[config.mk]
export PLATFORM = sky130hd
export DESIGN_NAME = prio_code_decoder
export DESIGN_NICKNAME = d
export VERILOG_FILES = /design/src/rtl/prio_code_decoder.sv
export SDC_FILE = /design/constraint.sdc
export NUM_CORES = 1
export LEC_CHECK = 0
export BUFFER_PORTS_ARGS = -buffer_cell sky130_fd_sc_hd__buf_2
export CAP_MARGIN = 20
export CORE_AREA = 4 4 88 49
export CTS_CLUSTER_SIZE = 20
export DETAILED_ROUTE_END_ITERATION = 7
export DIE_AREA = 0 0 92 53
export HOLD_SLACK_MARGIN = 0.1
export RECOVER_POWER = 100
export SLEW_MARGIN = 25
export SYNTH_ARGS = -nofsm -noshare
export SYNTH_HDL_FRONTEND = slang
export SYNTH_SLANG_ARGS = --single-unit
[constraint.sdc]
create_clock -name clk -period 3.72 [get_ports clk]
set_input_delay 0.558 -clock clk [delete_from_list [all_inputs] [get_ports clk]]
set_output_delay 0.558 -clock clk [all_outputs]
set_load 0.01 [all_outputs]
[src/rtl/prio_code_decoder.sv]
// prio_code_decoder
//   Turns 2-bit priority codes back into timed one-hot grants for three
//   sources. Codes are queued in a small FIFO. Each non-null code produces a
//   grant that is held for HOLD cycles. A break-before-make gap of two low
//   cycles (GAP + IDLE) follows every grant. A null code (2'b11) is consumed
//   in a single IDLE cycle and produces no grant.
//
//   Code map: 2'b10 -> 3'b100, 2'b01 -> 3'b010, 2'b00 -> 3'b001, 2'b11 -> none.
//
//   Handshake: a code is accepted on a rising clk edge when
//   code_valid && code_ready. code_ready is !full && rst_n. A full FIFO
//   refuses a push even when the same edge pops, so there is no full-bypass.
//   The producer must hold code_in stable while code_valid is high and
//   code_ready is low.
//
// Parameters
//   DEPTH  FIFO entries; must be a power of 2 and at least 2.
//   HOLD   cycles each grant stays asserted; legal range 1..255.
//
// Ports
//   clk           rising-edge clock
//   rst_n         synchronous active-low reset
//   code_in       priority code
//   code_valid    code_in is valid
//   code_ready    FIFO can accept a code
//   grant         registered one-hot grant; 3'b000 when idle
//   grant_active  registered OR of grant
//   busy          FSM not idle, or FIFO not empty
//   fifo_count    number of entries currently stored
//   null_cnt      saturating count of popped null codes. This port exists
//                 only when the PRIO_DEC_NULLCNT_EN macro is defined.
module prio_code_decoder #(
  parameter int unsigned DEPTH = 4,
  parameter int unsigned HOLD  = 3
) (
  input  logic                     clk,
  input  logic                     rst_n,
  input  logic [1:0]               code_in,
  input  logic                     code_valid,
  output logic                     code_ready,
  output logic [2:0]               grant,
  output logic                     grant_active,
  output logic                     busy,
  output logic [$clog2(DEPTH):0]   fifo_count
`ifdef PRIO_DEC_NULLCNT_EN
  ,
  output logic [7:0]               null_cnt
`endif
);

  localparam int unsigned AW = $clog2(DEPTH);
  localparam logic [AW:0] FULL_CNT = (AW+1)'(DEPTH);
  localparam logic [7:0]  HOLD_M1  = 8'(HOLD - 1);
  localparam logic [1:0]  NULL_CODE = 2'b11;

  typedef enum logic [1:0] {
    S_IDLE = 2'd0,
    S_HOLD = 2'd1,
    S_GAP  = 2'd2
  } state_e;

  state_e          state_q, state_d;
  logic [7:0]      hold_cnt_q, hold_cnt_d;
  logic [2:0]      grant_q, grant_d;
  logic            grant_active_q;

  logic [1:0]      mem_q [DEPTH];
  logic [AW-1:0]   wr_ptr_q, rd_ptr_q;
  logic [AW:0]     count_q;

  logic            full, empty, push, pop;
  logic [1:0]      head;
  logic            head_is_null;
  logic [2:0]      head_onehot;

  assign full         = (count_q == FULL_CNT);
  assign empty        = (count_q == '0);
  assign head         = mem_q[rd_ptr_q];
  assign head_is_null = (head == NULL_CODE);

  assign code_ready = rst_n && !full;
  assign push       = code_valid && code_ready;
  // The FIFO is only drained from IDLE, so a grant in progress never reads ahead.
  assign pop        = (state_q == S_IDLE) && !empty;

  always_comb begin
    head_onehot = 3'b000;
    case (head)
      2'b10:   head_onehot = 3'b100;
      2'b01:   head_onehot = 3'b010;
      2'b00:   head_onehot = 3'b001;
      default: head_onehot = 3'b000;
    endcase
  end

  // ---------------- FSM: state register ----------------
  always_ff @(posedge clk) begin
    if (!rst_n) begin
      state_q        <= S_IDLE;
      hold_cnt_q     <= '0;
      grant_q        <= 3'b000;
      grant_active_q <= 1'b0;
    end else begin
      state_q        <= state_d;
      hold_cnt_q     <= hold_cnt_d;
      grant_q        <= grant_d;
      grant_active_q <= |grant_d;
    end
  end

  // ---------------- FSM: next state ----------------
  always_comb begin
    state_d = state_q;
    case (state_q)
      S_IDLE: if (pop && !head_is_null) state_d = S_HOLD;
      S_HOLD: if (hold_cnt_q == '0)     state_d = S_GAP;
      S_GAP:                            state_d = S_IDLE;
      default:                          state_d = S_IDLE;
    endcase
  end

  // ---------------- FSM: outputs (grant and hold counter) ----------------
  // The counter is loaded with HOLD-1 on the pop edge, because that edge
  // already produces the first grant cycle.
  always_comb begin
    grant_d    = grant_q;
    hold_cnt_d = hold_cnt_q;
    case (state_q)
      S_IDLE: begin
        grant_d = 3'b000;
        if (pop && !head_is_null) begin
          grant_d    = head_onehot;
          hold_cnt_d = HOLD_M1;
        end
      end
      S_HOLD: begin
        if (hold_cnt_q != '0) hold_cnt_d = hold_cnt_q - 8'd1;
        else                  grant_d    = 3'b000;
      end
      S_GAP:   grant_d = 3'b000;
      default: grant_d = 3'b000;
    endcase
  end

  assign grant        = grant_q;
  assign grant_active = grant_active_q;
  assign busy         = (state_q != S_IDLE) || !empty;

  // ---------------- FIFO ----------------
  // Storage is not reset. A reset clears count and pointers, so stale
  // entries are never read back.
  always_ff @(posedge clk) begin
    if (push) mem_q[wr_ptr_q] <= code_in;
  end

  always_ff @(posedge clk) begin
    if (!rst_n) begin
      wr_ptr_q <= '0;
      rd_ptr_q <= '0;
      count_q  <= '0;
    end else begin
      if (push) wr_ptr_q <= wr_ptr_q + AW'(1);
      if (pop)  rd_ptr_q <= rd_ptr_q + AW'(1);
      case ({push, pop})
        2'b10:   count_q <= count_q + (AW+1)'(1);
        2'b01:   count_q <= count_q - (AW+1)'(1);
        default: count_q <= count_q;
      endcase
    end
  end

  assign fifo_count = count_q;

`ifdef PRIO_DEC_NULLCNT_EN
  // ---------------- null-code counter ----------------
  logic [7:0] null_cnt_q;

  always_ff @(posedge clk) begin
    if (!rst_n) begin
      null_cnt_q <= '0;
    end else if (pop && head_is_null && (null_cnt_q != 8'hFF)) begin
      null_cnt_q <= null_cnt_q + 8'd1;
    end
  end

  assign null_cnt = null_cnt_q;
`endif

endmodule

==> flow_summary.rst <==
.. list-table::
   :header-rows: 1

   * - Metric
     - Value
   * - Bufs on Longest Clock Path
     - 2
   * - Fin cells
     - about 210
   * - Final Hold Fails
     - 0
   * - Global-route usage over all layers
     - a little over an eighth
   * - Pleak
     - 0.562 nW
   * - Combinational family with the most area after synthesis
     - simple AND/OR/NAND/NOR gates
   * - Fraction of registers with async set/reset
     - 0%
   * - Horiz. Die Dim
     - between 90 and 100 µm
   * - Worst slack at placement
     - about 1300 ps
   * - Transition time at the pin with the least slew margin
     - 725 ps
   * - Kind of end point of the critical path
     - register
   * - Path type of the worst setup path
     - register to register
   * - Via count of the first global-routing pass
     - 978
   * - Final-report setup violation count
     - 0
   * - Post-CTS Hold Fix Bufs
     - 0
   * - Cells after Synth
     - between 100 and 150
   * - Yosys synthesis warning count
     - 0
   * - Die area
     - ~0.005 mm²
   * - Xor and xnor fraction of the mapped netlist area
     - about 5.5%
   * - Antenna diode instance count
     - 0
   * - Number of gates resized after cts
     - 0
   * - Area of the core
     - ~0.0036 mm²
   * - Register bit count reported by yosys
     - 31
   * - Final Hold Slack
     - between 400 and 500 ps
   * - Share of cells above drive strength 1
     - a little over a tenth
   * - Clock root buffer
     - sky130_fd_sc_hd__clkbuf_8
   * - Maximum number of pins on one net before global-route repair
     - 18
   * - Number of top-level design ports
     - 14
   * - Fraction of the mapped netlist area in compound gates
     - 11.9%
   * - Dominant synthesized flop cell
     - sky130_fd_sc_hd__dfxtp_1
   * - Routed Wire Length
     - 2750 µm
   * - Routability Congestion
     - roughly 0.77
   * - RSZ-0062 raised after global routing
     - no
   * - Post-Synth Adder-Cell Area
     - between 7 and 8%
   * - Smallest setup slack after layout
     - roughly 1300 ps
   * - Post-route antenna net violation count
     - 0
   * - Final period util
     - about 64%
   * - GR Overflow Total
     - 0
   * - Post-detailed-route DRC marker count
     - 0
   * - Effective utilization at floorplan
     - about two fifths
   * - Number of violations reported at the end of detailed-routing iteration 0
     - 18
   * - Total chip power
     - 1.21 mW
   * - Mux cell area share after synthesis
     - about 3.1%
   * - Class of the worst hold path
     - register to register
   * - Number of sinks on the clock net
     - 31
   * - Post-synthesis instance area
     - approximately 0.0014 mm²
   * - Final-stage net count
     - between 150 and 200
   * - Worst EP required
     - between 3000 and 4000 ps
   * - Final design utilization
     - around 45%
   * - Max H-tree Level
     - 2
   * - Maximum clock rate
     - approximately 420 MHz
   * - Total instance count after detailed placement
     - around 200
   * - Clock Skew
     - about 7.5 ps
   * - Vias per cell
     - 4.89
   * - Final max-slew violation count
     - 0
   * - Clock-pin slew of the registers on the worst-case setup and hold paths
     - 60 ps
   * - Filler cell count
     - between 300 and 400
   * - Fin Setup TNS
     - 0 ps
   * - Fraction of the mapped netlist area in simple logic gates
     - a little over 20%
   * - Layout area overhead
     - 12.9%
   * - Cell area after layout
     - about 0.0016 mm²
   * - Clock latency of the later-clocked register in the worst-skew pair
     - about 270 ps
   * - Area after DPL
     - 0.00157 mm²
   * - Port buffer count
     - 13
   * - DRT Pass-1 Iters
     - 4
   * - Highest ir drop seen on vdd
     - around 0.28 mV
   * - Number of antenna violations at the first check in global routing
     - 0
   * - Post-CTS Repair Setup Buffers
     - 0
   * - Headroom to the max-slew limit
     - 51.7%
   * - HPWL reported at the end of detailed placement
     - around 2100 µm
   * - Num CTS Buffers
     - 5
   * - Synth unique cells
     - 38
   * - Arrival time at the worst endpoint
     - ~2600 ps
   * - Post-synth EDFFs
     - 8
   * - Sequential element share of the synthesized area
     - around 49%
   * - Total via count in the routed design
     - 1002
   * - Total nets after synthesis
     - 145
   * - Crit path max fanout
     - 7
   * - Mean Syn Cell Area
     - 10.9 µm²
   * - Number of max-cap violations
     - 0
   * - Crit path time final
     - 2380 ps
   * - Die H
     - approximately 53 µm
   * - Power Dens Cells
     - approximately 750 mW/mm²
   * - Placement Rows
     - 16
   * - Outcome
     - finished, final reports clean
   * - Clock tree from TritonCTS
     - built
   * - Critical path launch point type
     - register
   * - Wire length per cell after detailed routing
     - 13.4 µm
   * - Global-route wire length before repair
     - between 4000 and 5000 µm
[state kept, by name (all words and copies together) (netlist names), named ones only]
signal        flops
mem_q             8
rd_ptr_q          2
wr_ptr_q          2
state_q           2
fifo_count        3
grant             3
hold_cnt_q        8
grant_active      1
[worst paths after layout]
kind              slack, ps  depth (start not counted)                    endpoint                    start
setup / recovery       1340                          8  fifo_count[2]$_SDFFE_PN0P_  state_q[1]$_SDFFE_PN0P_
hold / removal          480                          2         grant[1]$_SDFF_PN0_      grant[1]$_SDFF_PN0_
setup reg to reg       1340                          8  fifo_count[2]$_SDFFE_PN0P_  state_q[1]$_SDFFE_PN0P_
hold reg to reg         480                          2         grant[1]$_SDFF_PN0_      grant[1]$_SDFF_PN0_
[area by class of cell]
class	instances	area, µm²	area share, %
Multi-Input combinational cell	90	689	42.5
Sequential cell	31	701	43.2
Timing Repair Buffer	13	50.0	3.09
Tap cell	54	67.6	4.17
Clock buffer	7	76.3	4.71
Inverter	10	37.5	2.31
[cells by family after synthesis]
| group | Yosys count |
|---|---|
| mux | 2 |
| simple gates | 49 |
| compound gates | 22 |
| xor+xnor | 9 |
| fa+ha+maj | 8 |
| buf+inv | 11 |
| flops | 31 |
[placed cells by master (no fill, tap or decap), types with 4 or more instances in the layout]
cell                        n
sky130_fd_sc_hd__and2_0    11
sky130_fd_sc_hd__nor2_1     8
sky130_fd_sc_hd__o21ai_0    4
sky130_fd_sc_hd__xnor2_1    6
sky130_fd_sc_hd__inv_1     10
sky130_fd_sc_hd__clkbuf_1  14
sky130_fd_sc_hd__dfxtp_1   23
sky130_fd_sc_hd__clkbuf_8   5
sky130_fd_sc_hd__ha_1       7
sky130_fd_sc_hd__a21oi_1    7
sky130_fd_sc_hd__nor3_1     4
sky130_fd_sc_hd__edfxtp_1   8
sky130_fd_sc_hd__nand2_1    7
[worst max-delay path, stage by stage (launching register included)]
cell	delay, ps
sky130_fd_sc_hd__dfxtp_1	360
sky130_fd_sc_hd__or2_2	360
sky130_fd_sc_hd__nor2_1	280
sky130_fd_sc_hd__ha_1	240
sky130_fd_sc_hd__inv_1	60
sky130_fd_sc_hd__fa_1	370
sky130_fd_sc_hd__xor2_1	160
sky130_fd_sc_hd__or3_1	310
sky130_fd_sc_hd__a21boi_0	170
[where the power goes]
part | leakage, nW | internal (mW) | switching, mW | total (mW)
Sequential | 0.260 | 0.414 | 0.0650 | 0.479
Clock | 0.0383 | 0.129 | 0.113 | 0.242
Combinational | 0.263 | 0.207 | 0.281 | 0.488
Total | 0.562 | 0.750 | 0.459 | 1.21
[synth_stat cells, types with 2 or more instances]
cell                        n  area, µm²
sky130_fd_sc_hd__dfxtp_1   23        460
sky130_fd_sc_hd__and2_1    11       68.8
sky130_fd_sc_hd__inv_1     10       37.5
sky130_fd_sc_hd__edfxtp_1   8        240
sky130_fd_sc_hd__nor2_1     8       30.0
sky130_fd_sc_hd__a21oi_1    7       35.0
sky130_fd_sc_hd__ha_1       7       87.6
sky130_fd_sc_hd__nand2_1    7       26.3
sky130_fd_sc_hd__xnor2_1    6       52.6
sky130_fd_sc_hd__nor3_1     4       20.0
sky130_fd_sc_hd__o21ai_0    4       20.0
sky130_fd_sc_hd__nand2b_1   3       18.8
sky130_fd_sc_hd__xor2_1     3       26.3
sky130_fd_sc_hd__mux4_2     2       45.0
sky130_fd_sc_hd__nand3b_1   2       15.0
sky130_fd_sc_hd__nor3b_1    2       15.0
sky130_fd_sc_hd__nor4_1     2       12.5
sky130_fd_sc_hd__o311a_1    2       20.0
sky130_fd_sc_hd__or3_1      2       12.5
[layer usage]
| metal | GRT usage [%] | up-vias | share of wire (%) |
|---|---|---|---|
| met3 | 5.11 | 8 | 5.0 |
| met2 | 16.9 | 24 | 38 |
| met4 | 5.17 | 0 | 2.4 |
| met5 | 0 | - | 0 |
| li1 | - | 501 | - |
| met1 | 18.8 | 469 | 54 |
Power figures use the tool's default switching activity.
